[config.mk]
export PLATFORM = sky130hd
export DESIGN_NAME = bbox_tracker
export DESIGN_NICKNAME = d
export VERILOG_FILES = /design/src/rtl/bbox_tracker.sv
export SDC_FILE = /design/constraint.sdc
export NUM_CORES = 1
export LEC_CHECK = 0
export BUFFER_PORTS_ARGS = -buffer_cell sky130_fd_sc_hd__buf_2
export CORE_MARGIN = 8
export CORE_UTILIZATION = 54
export DETAILED_ROUTE_END_ITERATION = 8
export PLACE_DENSITY = 0.76
export SLEW_MARGIN = 40
export SYNTH_ARGS = -nofsm -noshare
export SYNTH_HDL_FRONTEND = slang
export SYNTH_SLANG_ARGS = --single-unit
[constraint.sdc]
create_clock -name CLK -period 5.5 [get_ports CLK]
set_input_delay 0.275 -clock CLK [delete_from_list [all_inputs] [get_ports CLK]]
set_output_delay 0.275 -clock CLK [all_outputs]
set_load 0.01 [all_outputs]
[src/rtl/bbox_tracker.sv]
// ---------------------------------------------------------------------------
// bbox_tracker
//
// Tracks a bright (near-white) object in a VGA camera stream, one pixel per
// clock. Each frame it accumulates the bounding box and count of matching
// pixels inside a search window. At frame end it either commits a new box or
// counts a miss. Two states:
//   SEARCH : window is the full active frame
//   TRACK  : window is the committed box widened by MARGIN on every side,
//            clamped to the active frame
//
// Optional feature macro: TRACKER_SMOOTH_EN
//   defined   -> a commit while already tracking writes (old+new)>>1 per
//                coordinate; a commit from SEARCH loads raw values
//   undefined -> every commit loads the raw min/max values
//
// Ports
//   CLK, RESET                 pixel clock, synchronous active-high reset
//   DrawX, DrawY               current pixel coordinate
//   VGA_R, VGA_G, VGA_B        camera colour of the current pixel
//   Tracktlx/tly/brx/bry       committed box (top-left, bottom-right)
//   box_valid                  one-cycle pulse on each box commit
//   locked                     high while in TRACK (exposes the FSM state)
//   lost                       one-cycle pulse on TRACK -> SEARCH
//   match                      combinational: pixel in window and bright
//   pix_count                  matched-pixel count of the last frame
//
// Handshake: there is no back-pressure. Every cycle presents one pixel; the
// box outputs are valid while box_valid pulses and hold until the next commit.
// ---------------------------------------------------------------------------
module bbox_tracker #(
    parameter int COORD_W     = 10,
    parameter int COLOR_W     = 10,
    parameter int H_ACTIVE    = 640,
    parameter int V_ACTIVE    = 480,
    parameter int MARGIN      = 5,
    parameter int THRESH      = 254,
    parameter int MIN_PIXELS  = 4,
    parameter int LOST_FRAMES = 8
) (
    input  logic               CLK,
    input  logic               RESET,
    input  logic [COORD_W-1:0] DrawX,
    input  logic [COORD_W-1:0] DrawY,
    input  logic [COLOR_W-1:0] VGA_R,
    input  logic [COLOR_W-1:0] VGA_G,
    input  logic [COLOR_W-1:0] VGA_B,
    output logic [COORD_W-1:0] Tracktlx,
    output logic [COORD_W-1:0] Tracktly,
    output logic [COORD_W-1:0] Trackbrx,
    output logic [COORD_W-1:0] Trackbry,
    output logic               box_valid,
    output logic               locked,
    output logic               lost,
    output logic               match,
    output logic [18:0]        pix_count
);

    // Two extra bits so box+MARGIN never wraps before clamping.
    localparam int EXT_W  = COORD_W + 2;
    localparam int CNT_W  = 19;
    localparam int MISS_W = (LOST_FRAMES > 1) ? $clog2(LOST_FRAMES) : 1;

    localparam logic [EXT_W-1:0]   L_XMAX      = EXT_W'(H_ACTIVE - 1);
    localparam logic [EXT_W-1:0]   L_YMAX      = EXT_W'(V_ACTIVE - 1);
    localparam logic [EXT_W-1:0]   L_HACT      = EXT_W'(H_ACTIVE);
    localparam logic [EXT_W-1:0]   L_VACT      = EXT_W'(V_ACTIVE);
    localparam logic [EXT_W-1:0]   L_MARGIN    = EXT_W'(MARGIN);
    localparam logic [COLOR_W-1:0] L_THRESH    = COLOR_W'(THRESH);
    localparam logic [CNT_W-1:0]   L_MIN       = CNT_W'(MIN_PIXELS);
    localparam logic [CNT_W-1:0]   L_CNT_MAX   = '1;
    localparam logic [MISS_W-1:0]  L_MISS_LAST = MISS_W'(LOST_FRAMES - 1);

    typedef enum logic {
        S_SEARCH = 1'b0,
        S_TRACK  = 1'b1
    } state_t;

    state_t              r_state;
    state_t              w_state_nxt;
    logic [MISS_W-1:0]   r_miss;
    logic [MISS_W-1:0]   w_miss_nxt;
    logic                w_commit;
    logic                w_lost;

    logic [COORD_W-1:0]  r_minx, r_maxx, r_miny, r_maxy;
    logic [CNT_W-1:0]    r_cnt;
    logic [COORD_W-1:0]  w_acc_minx, w_acc_maxx, w_acc_miny, w_acc_maxy;
    logic [CNT_W-1:0]    w_acc_cnt;

    logic [COORD_W-1:0]  r_tlx, r_tly, r_brx, r_bry;
    logic [COORD_W-1:0]  w_new_tlx, w_new_tly, w_new_brx, w_new_bry;
    logic                r_box_valid;
    logic                r_lost;
    logic [CNT_W-1:0]    r_pix_count;

    logic [EXT_W-1:0]    w_x_ext, w_y_ext;
    logic [EXT_W-1:0]    w_win_x_lo, w_win_x_hi, w_win_y_lo, w_win_y_hi;
    logic                w_in_frame, w_in_win, w_bright;
    logic                w_frame_start, w_frame_end;

    assign w_x_ext = {2'b00, DrawX};
    assign w_y_ext = {2'b00, DrawY};

    // Search window. The state/box registers only change at frame end, so
    // using them directly means a new box takes effect from the next frame.
    always_comb begin
        w_win_x_lo = '0;
        w_win_x_hi = L_XMAX;
        w_win_y_lo = '0;
        w_win_y_hi = L_YMAX;
        if (r_state == S_TRACK) begin
            w_win_x_lo = ({2'b00, r_tlx} < L_MARGIN) ? '0 : ({2'b00, r_tlx} - L_MARGIN);
            w_win_y_lo = ({2'b00, r_tly} < L_MARGIN) ? '0 : ({2'b00, r_tly} - L_MARGIN);
            w_win_x_hi = (({2'b00, r_brx} + L_MARGIN) > L_XMAX) ? L_XMAX
                                                                : ({2'b00, r_brx} + L_MARGIN);
            w_win_y_hi = (({2'b00, r_bry} + L_MARGIN) > L_YMAX) ? L_YMAX
                                                                : ({2'b00, r_bry} + L_MARGIN);
        end
    end

    assign w_in_frame = (w_x_ext < L_HACT) && (w_y_ext < L_VACT);
    assign w_in_win   = (w_x_ext >= w_win_x_lo) && (w_x_ext <= w_win_x_hi) &&
                        (w_y_ext >= w_win_y_lo) && (w_y_ext <= w_win_y_hi);
    assign w_bright   = (VGA_R >= L_THRESH) && (VGA_G >= L_THRESH) && (VGA_B >= L_THRESH);
    assign match      = w_in_frame && w_in_win && w_bright;

    assign w_frame_start = (DrawX == '0) && (DrawY == '0);
    assign w_frame_end   = (w_x_ext == L_XMAX) && (w_y_ext == L_YMAX);

    // Accumulator next value including the current pixel. At frame start the
    // previous frame is dropped; at frame end this merged value is what gets
    // evaluated, so the last pixel is included without an extra cycle.
    always_comb begin
        w_acc_minx = r_minx;
        w_acc_maxx = r_maxx;
        w_acc_miny = r_miny;
        w_acc_maxy = r_maxy;
        w_acc_cnt  = r_cnt;
        if (w_frame_start) begin
            if (match) begin
                w_acc_minx = DrawX;
                w_acc_maxx = DrawX;
                w_acc_miny = DrawY;
                w_acc_maxy = DrawY;
                w_acc_cnt  = CNT_W'(1);
            end else begin
                w_acc_minx = '1;
                w_acc_maxx = '0;
                w_acc_miny = '1;
                w_acc_maxy = '0;
                w_acc_cnt  = '0;
            end
        end else if (match) begin
            if (DrawX < r_minx) w_acc_minx = DrawX;
            if (DrawX > r_maxx) w_acc_maxx = DrawX;
            if (DrawY < r_miny) w_acc_miny = DrawY;
            if (DrawY > r_maxy) w_acc_maxy = DrawY;
            if (r_cnt != L_CNT_MAX) w_acc_cnt = r_cnt + CNT_W'(1);
        end
    end

    // FSM next-state and frame-end decision.
    always_comb begin
        w_state_nxt = r_state;
        w_miss_nxt  = r_miss;
        w_commit    = 1'b0;
        w_lost      = 1'b0;
        if (w_frame_end) begin
            if (w_acc_cnt >= L_MIN) begin
                w_commit    = 1'b1;
                w_state_nxt = S_TRACK;
                w_miss_nxt  = '0;
            end else if (r_state == S_TRACK) begin
                if (r_miss == L_MISS_LAST) begin
                    w_state_nxt = S_SEARCH;
                    w_lost      = 1'b1;
                    w_miss_nxt  = '0;
                end else begin
                    w_miss_nxt  = r_miss + MISS_W'(1);
                end
            end
        end
    end

`ifdef TRACKER_SMOOTH_EN
    function automatic logic [COORD_W-1:0] f_avg(input logic [COORD_W-1:0] a,
                                                 input logic [COORD_W-1:0] b);
        logic [COORD_W:0] s;
        s = {1'b0, a} + {1'b0, b};
        return s[COORD_W:1];
    endfunction

    always_comb begin
        w_new_tlx = w_acc_minx;
        w_new_tly = w_acc_miny;
        w_new_brx = w_acc_maxx;
        w_new_bry = w_acc_maxy;
        // Only blend against a box that is actually being tracked.
        if (r_state == S_TRACK) begin
            w_new_tlx = f_avg(r_tlx, w_acc_minx);
            w_new_tly = f_avg(r_tly, w_acc_miny);
            w_new_brx = f_avg(r_brx, w_acc_maxx);
            w_new_bry = f_avg(r_bry, w_acc_maxy);
        end
    end
`else
    always_comb begin
        w_new_tlx = w_acc_minx;
        w_new_tly = w_acc_miny;
        w_new_brx = w_acc_maxx;
        w_new_bry = w_acc_maxy;
    end
`endif

    always_ff @(posedge CLK) begin
        if (RESET) begin
            r_state     <= S_SEARCH;
            r_miss      <= '0;
            r_minx      <= '1;
            r_miny      <= '1;
            r_maxx      <= '0;
            r_maxy      <= '0;
            r_cnt       <= '0;
            r_tlx       <= '0;
            r_tly       <= '0;
            r_brx       <= '0;
            r_bry       <= '0;
            r_box_valid <= 1'b0;
            r_lost      <= 1'b0;
            r_pix_count <= '0;
        end else begin
            r_state     <= w_state_nxt;
            r_miss      <= w_miss_nxt;
            r_minx      <= w_acc_minx;
            r_miny      <= w_acc_miny;
            r_maxx      <= w_acc_maxx;
            r_maxy      <= w_acc_maxy;
            r_cnt       <= w_acc_cnt;
            r_box_valid <= w_commit;
            r_lost      <= w_lost;
            if (w_commit) begin
                r_tlx <= w_new_tlx;
                r_tly <= w_new_tly;
                r_brx <= w_new_brx;
                r_bry <= w_new_bry;
            end
            if (w_frame_end) begin
                r_pix_count <= w_acc_cnt;
            end
        end
    end

    assign Tracktlx  = r_tlx;
    assign Tracktly  = r_tly;
    assign Trackbrx  = r_brx;
    assign Trackbry  = r_bry;
    assign box_valid = r_box_valid;
    assign locked    = (r_state == S_TRACK);
    assign lost      = r_lost;
    assign pix_count = r_pix_count;

endmodule

### Yosys cells after proc, flatten, opt, wreduce, memory -nomap -nowiden

Index checks and enable logic that the tools add are counted.

* bits in registers: 124
* bits in latches: 0
* memory bits (writable): 0
* ROM bits: 0
* bits of input ports: 52
* output and inout bits: 63
* logic and storage cells: 96
* memories kept: 0

* $add $sub $neg: 6
* multipliers: 0
* divide/modulo/power cells: 0
* magnitude comparators: 18
* equality and inequality tests: 4
* shift operators: 0
* multiplexer cells: 37
* bitwise gates (word level): 2
* reduce and logical (&&, ||, !) cells: 15

Operators by type and width (count)
* $mux 10: 16
* $mux 19: 3
* $mux 12: 4
* $mux 11: 4
* $ge 10x8->1 const B: 3
* $ge 10x12->1: 2
* $le 10x12->1: 2
* $add 10x3->11 const B: 2
* $sub 10x3->11 const B: 2
* $gt 10x10->1: 2
* $logic_not 10->1: 2
* $lt 10x10->1: 2
* $lt 10x3->1 const B: 2
* $add 19x1->19 const B: 1
* $ge 19x3->1 const B: 1
* $ne 19x19->1 const B: 1
* $gt 12x10->1 const B: 1
* $gt 12x9->1 const B: 1
* $eq 10x10->1 const B: 1
* $eq 10x9->1 const B: 1
* $logic_and 1x1->1: 10
* $lt 10x10->1 const B: 1
* $lt 10x9->1 const B: 1
* $mux 3: 3
* 7 further kinds: 14

### Depth between registers and ports, before layout

* depth after elaboration: 15
* depth in mapped cells: 23
* depth with buffers taken out: 21

### Least setup slack after synthesis

OpenSTA, ideal clock, no wires.

* path type: flip-flop to flip-flop
* start: register r_tly[4] (netlist: Tracktly[4])
* end: register r_brx[9] (netlist: Trackbrx[9])
* setup time: 123 ps
* arrival: 4480 ps
* required time: 5377 ps
* setup slack: 897 ps
* stages on the path, launching flop included: 18
* buffers on the path: 2
* clock period less this slack: 4603 ps
* cells stage by stage: dfxtp_1 > or4_1 > or3_1 > o21a_1 > and2_1 > ha_1 > nand2b_1 > a2111oi_0 > o211a_1 > nor4_2 > nand4_2 > buf_2 > nor3_1 > a221oi_2 > o41a_1 > o21ai_4 > buf_6 > mux2_1

* cells in the longest elaborated chain, start to end: 13
* elaborated cells on any way between the ends: 18
* those cells by class: add/sub: 1; order compare: 3; mux: 10; reduce/logical: 4

Ends and longest elaborated chain
* start: declaration: line 91 `logic [COORD_W-1:0] r_tlx, r_tly, r_brx, r_bry;`
* start signal: assignment: line 244 `r_tly <= w_new_tly;`
* $sub 10x3->11 / $lt 10x3->1 (equally long branches): line 114 `w_win_y_lo = ({2'b00, r_tly} < L_MARGIN) ? '0 : ({2'b00, r_tly} - L_MARGIN);`
* $mux 12 *: line 114
* $mux 12 *: line 112 `if (r_state == S_TRACK) begin`
* $ge 10x12->1 *: line 124 `(w_y_ext >= w_win_y_lo) && (w_y_ext <= w_win_y_hi);`
* $logic_and 1x1->1 *: line 123 `assign w_in_win = (w_x_ext >= w_win_x_lo) && (w_x_ext <= w_win_x_hi) &&`
* $logic_and 1x1->1 *: line 124
* $logic_and 1x1->1 * (2 in a row): line 126 `assign match = w_in_frame && w_in_win && w_bright;`
* $mux 19 / $mux 1 (equally long branches): line 154, 141
* $mux 19: line 140 `if (w_frame_start) begin`
* $ge 19x3->1: line 170 `if (w_acc_cnt >= L_MIN) begin`
* $mux 1: line 170
* $mux 1: line 169 `if (w_frame_end) begin`
* end signal: assignment: line 245 `r_brx <= w_new_brx;`
* end: declaration: line 91

Every way passes the cells marked *; elsewhere a longest branch is shown, timed or not.
A chain may end at the register's enable or synchronous reset.

### Final worst setup path

* start: register r_tly[4] (netlist: Tracktly[4])
* end: register r_bry[8] (netlist: Trackbry[8])

* cells in the longest elaborated chain, start to end: 13
* elaborated cells on any way between the ends: 18
* those cells by class: add/sub: 1; order compare: 3; mux: 10; reduce/logical: 4

Ends and longest elaborated chain
* $sub 10x3->11 / $lt 10x3->1 (equally long branches): line 114
* $mux 12 *: line 114
* $mux 12 *: line 112
* $ge 10x12->1 *: line 124
* $logic_and 1x1->1 *: line 123
* $logic_and 1x1->1 *: line 124
* $logic_and 1x1->1 * (2 in a row): line 126
* $mux 19 / $mux 1 (equally long branches): line 154, 141
* $mux 19: line 140
* $ge 19x3->1: line 170
* $mux 1: line 170
* $mux 1: line 169
* end signal: assignment: line 246 `r_bry <= w_new_bry;`
* end: declaration: line 91

Marked as above.

==> metrics.txt <==
ANT cells 0; I/O pin count ~120; warning count from the yosys run 0; Mapped Area 0.00804 sq mm; initial antenna violation count 0; Tot Pwr approximately 2300 uW; share of cells above drive strength 1 0.159; core box area around 0.015 sq mm; Arrival @ worst endpoint 5.43 ns; FFs w/ async S/R, synth 0; Synth Area per Inst 8.38 sq um; R2R cell count 17; Global Route met3 Usage 0.0469; FP Rows between 40 and 50; post-synthesis sequential area ratio 0.309; pwr dens 243 mW/mm^2; routing usage on met1 0.288; GR Layer Usage met2 0.354; Slew headroom 0.491; synthesis-stage register bit count 124; Iteration-0 DRC Markers just under 600; vias between 7000 and 8000; fin crit period 5.13 ns; worst hold path depth 3; Die W around 140 microns; TNS Setup 0 ns; Fin. Hold Viols 0; first-pass GRT wire length 35500 microns; RSZ-0062 raised after global routing false; vias in the first global route 7095; Max Clock Freq approximately 0.2 GHz; Setup CP Type flip-flop to flip-flop; Clock Tree Root clkbuf_16; clock sink count around 120; worst path required time 5.80 ns; Die Y-Extent around 140 microns; Final Hold Slack approximately 0.23 ns; hpwl dp ~15000 microns; Hold-fix buffers, CTS 0; Via density about 6; port bufs around 110; post-route ant nets 0; CP Max Fanout 20; total track usage 0.221; area grow syn2layout 17.3%; GRT busiest layer met2; Max Slew Vio Count 0; H-tree depth 4; top_reg_cell synth dfxtp_1; pin count of the biggest net entering global routing 60; Leak Pwr between 0.004 and 0.005 uW; fin nets 1199; Initial Util 0.553; Hold Path Class primary input to flip-flop; DRC 0; DR WL/cell 17.2 microns; CP Launch Type flip-flop; TritonRoute pass-1 iters 5; Critical Path End Type flip-flop; Final Cycle Share 0.932; TritonCTS buffer count 17; Syn Nets between 1000 and 1500; die area 0.0191 sq mm; clock slew at reported path FFs approximately 0.06 ns; Post-synth EDFFs 0; maximum clock path buffer count 2; Final setup viols 0; Worst Max-Slew Pin Slew 0.763 ns; global route overflow 0; CTS tree built; Mapped Cells between 900 and 1000; synth unique cells slightly above 70; Setup Skew between 0.006 and 0.007 ns; maximum VDD drop approximately 0.00021 V; outcome finished, final reports clean; Max Cap Viol 0; Skew-Pair Late Insertion Delay between 0.4 and 0.5 ns; RePlAce Congestion 0.883; DRT Wirelength roughly 22000 microns
layout by cell type, fill, tap and decap left out, types with 24 or more instances in the layout:
| cell type | Yosys | routed |
|---|---|---|
| dfxtp_1 | 124 | 124 |
| buf_2 | 2 | 111 |
| nand2_1 | 108 | 108 |
| ha_1 | 87 | 87 |
| nor2_1 | 69 | 69 |
| inv_1 | 56 | 56 |
| o21ai_0 | 47 | 45 |
| nand3_1 | 26 | 26 |
| nor2b_1 | 25 | 25 |
| xor2_1 | 24 | 24 |
| a21oi_1 | 24 | 24 |
stage by stage:
step / setup WS, ns / instance area, sq um / util / instances
finish: 0.373 / 9430 / 0.649 / 1257
global route: 0.000379 / 9430 / 0.649 / 1257
CTS: 0.118 / 9420 / 0.648 / 1257
detailed placement: 0.289 / 8780 / 0.604 / 1225
global placement: 0.287 / 8770 / 0.603 / 1225
floorplan: 0.897 / 8040 / - / 960
sequential cells by signal, summed over array words and instances (netlist names):
signal	flops
lost	1
Tracktly	10
r_cnt	19
pix_count	19
locked	1
r_maxx	10
Trackbrx	10
Tracktlx	10
Trackbry	10
r_miss	3
box_valid	1
r_miny	10
r_maxy	10
r_minx	10
critical path, stage by stage, from the launching register on:
cell and delay, ns:
dfxtp_1 0.37, or4_1 0.58, or3_1 0.35, o21a_1 0.27
and2_1 0.20, ha_1 0.26, nand2b_1 0.13, a2111oi_0 0.55
o211a_1 0.26, nor4_2 0.06, nand4_4 0.21, buf_4 0.18
o31a_1 0.14, o221ai_1 0.21, o41a_1 0.42, o21ai_4 0.23
buf_12 0.21, mux2_1 0.35
cells in the mapped netlist, drive strengths merged (12+ instances only):
| cell type | instances | area [sq um] |
|---|---|---|
| o21ai | 53 | 277 |
| a21o | 12 | 90.1 |
| clkbuf | 36 | 135 |
| nand2b | 14 | 87.6 |
| nand3 | 26 | 130 |
| a22o | 19 | 166 |
| ha | 87 | 1090 |
| o21a | 16 | 120 |
| xnor2 | 23 | 201 |
| mux2 | 22 | 248 |
| nor3 | 23 | 115 |
| xor2 | 24 | 210 |
| mux2i | 17 | 170 |
| nand4 | 21 | 138 |
| a211oi | 19 | 148 |
| o22ai | 19 | 119 |
| nor2b | 25 | 156 |
| nand2 | 108 | 405 |
| inv | 57 | 214 |
| a21oi | 24 | 120 |
| dfxtp | 124 | 2480 |
| nor2 | 69 | 259 |
| nor4 | 12 | 96.3 |
cells by family after synthesis:
family / Yosys count / share of synthesized area
compound gates: 213 / 0.186
xor+xnor: 47 / 0.0512
fa+ha+maj: 87 / 0.135
buf+inv: 101 / 0.0502
flops: 124 / 0.309
mux: 39 / 0.0520
other cells: 1 / 0.000466
simple gates: 348 / 0.216
worst paths after layout:
kind | start | end | slack (ns)
hold / removal | DrawY[8] | r_miny[8]$_SDFF_PP1_ | 0.23
setup reg to reg | Tracktly[4]$_SDFFE_PP0P_ | Trackbry[8]$_SDFFE_PP0P_ | 0.37
hold reg to reg | pix_count[11]$_SDFFE_PP0P_ | pix_count[11]$_SDFFE_PP0P_ | 0.45
setup / recovery | Tracktly[4]$_SDFFE_PP0P_ | Trackbry[8]$_SDFFE_PP0P_ | 0.37
power breakdown:
group	switching (uW)	leakage, uW	internal (uW)
Sequential	3.52	0.00100	904
Combinational	104	0.00299	64.5
Clock	412	0.000315	803
Total	519	0.00430	1770
layout make-up:
cell class | instances | area [sq um]
Inverter | 57 | 214
Tap cell | 184 | 230
Sequential cell | 124 | 2480
Clock inverter | 11 | 164
Clock buffer | 21 | 480
Fill cell | 1245 | 5100
Timing Repair Buffer | 125 | 686
Multi-Input combinational cell | 735 | 5180
per-layer routing:
layer / up-vias / share of wire
met5: - / 0
met4: 0 / 0.016
met3: 36 / 0.061
met2: 246 / 0.46
met1: 3482 / 0.47
li1: 3666 / -
repair_timing:
action / 4_1_cts / 5_1_grt
buffers inserted: 0 / 0
resized for setup: 0 / 3
setup endpoints to repair: 0 / 41
Power figures use the tool's default switching activity.
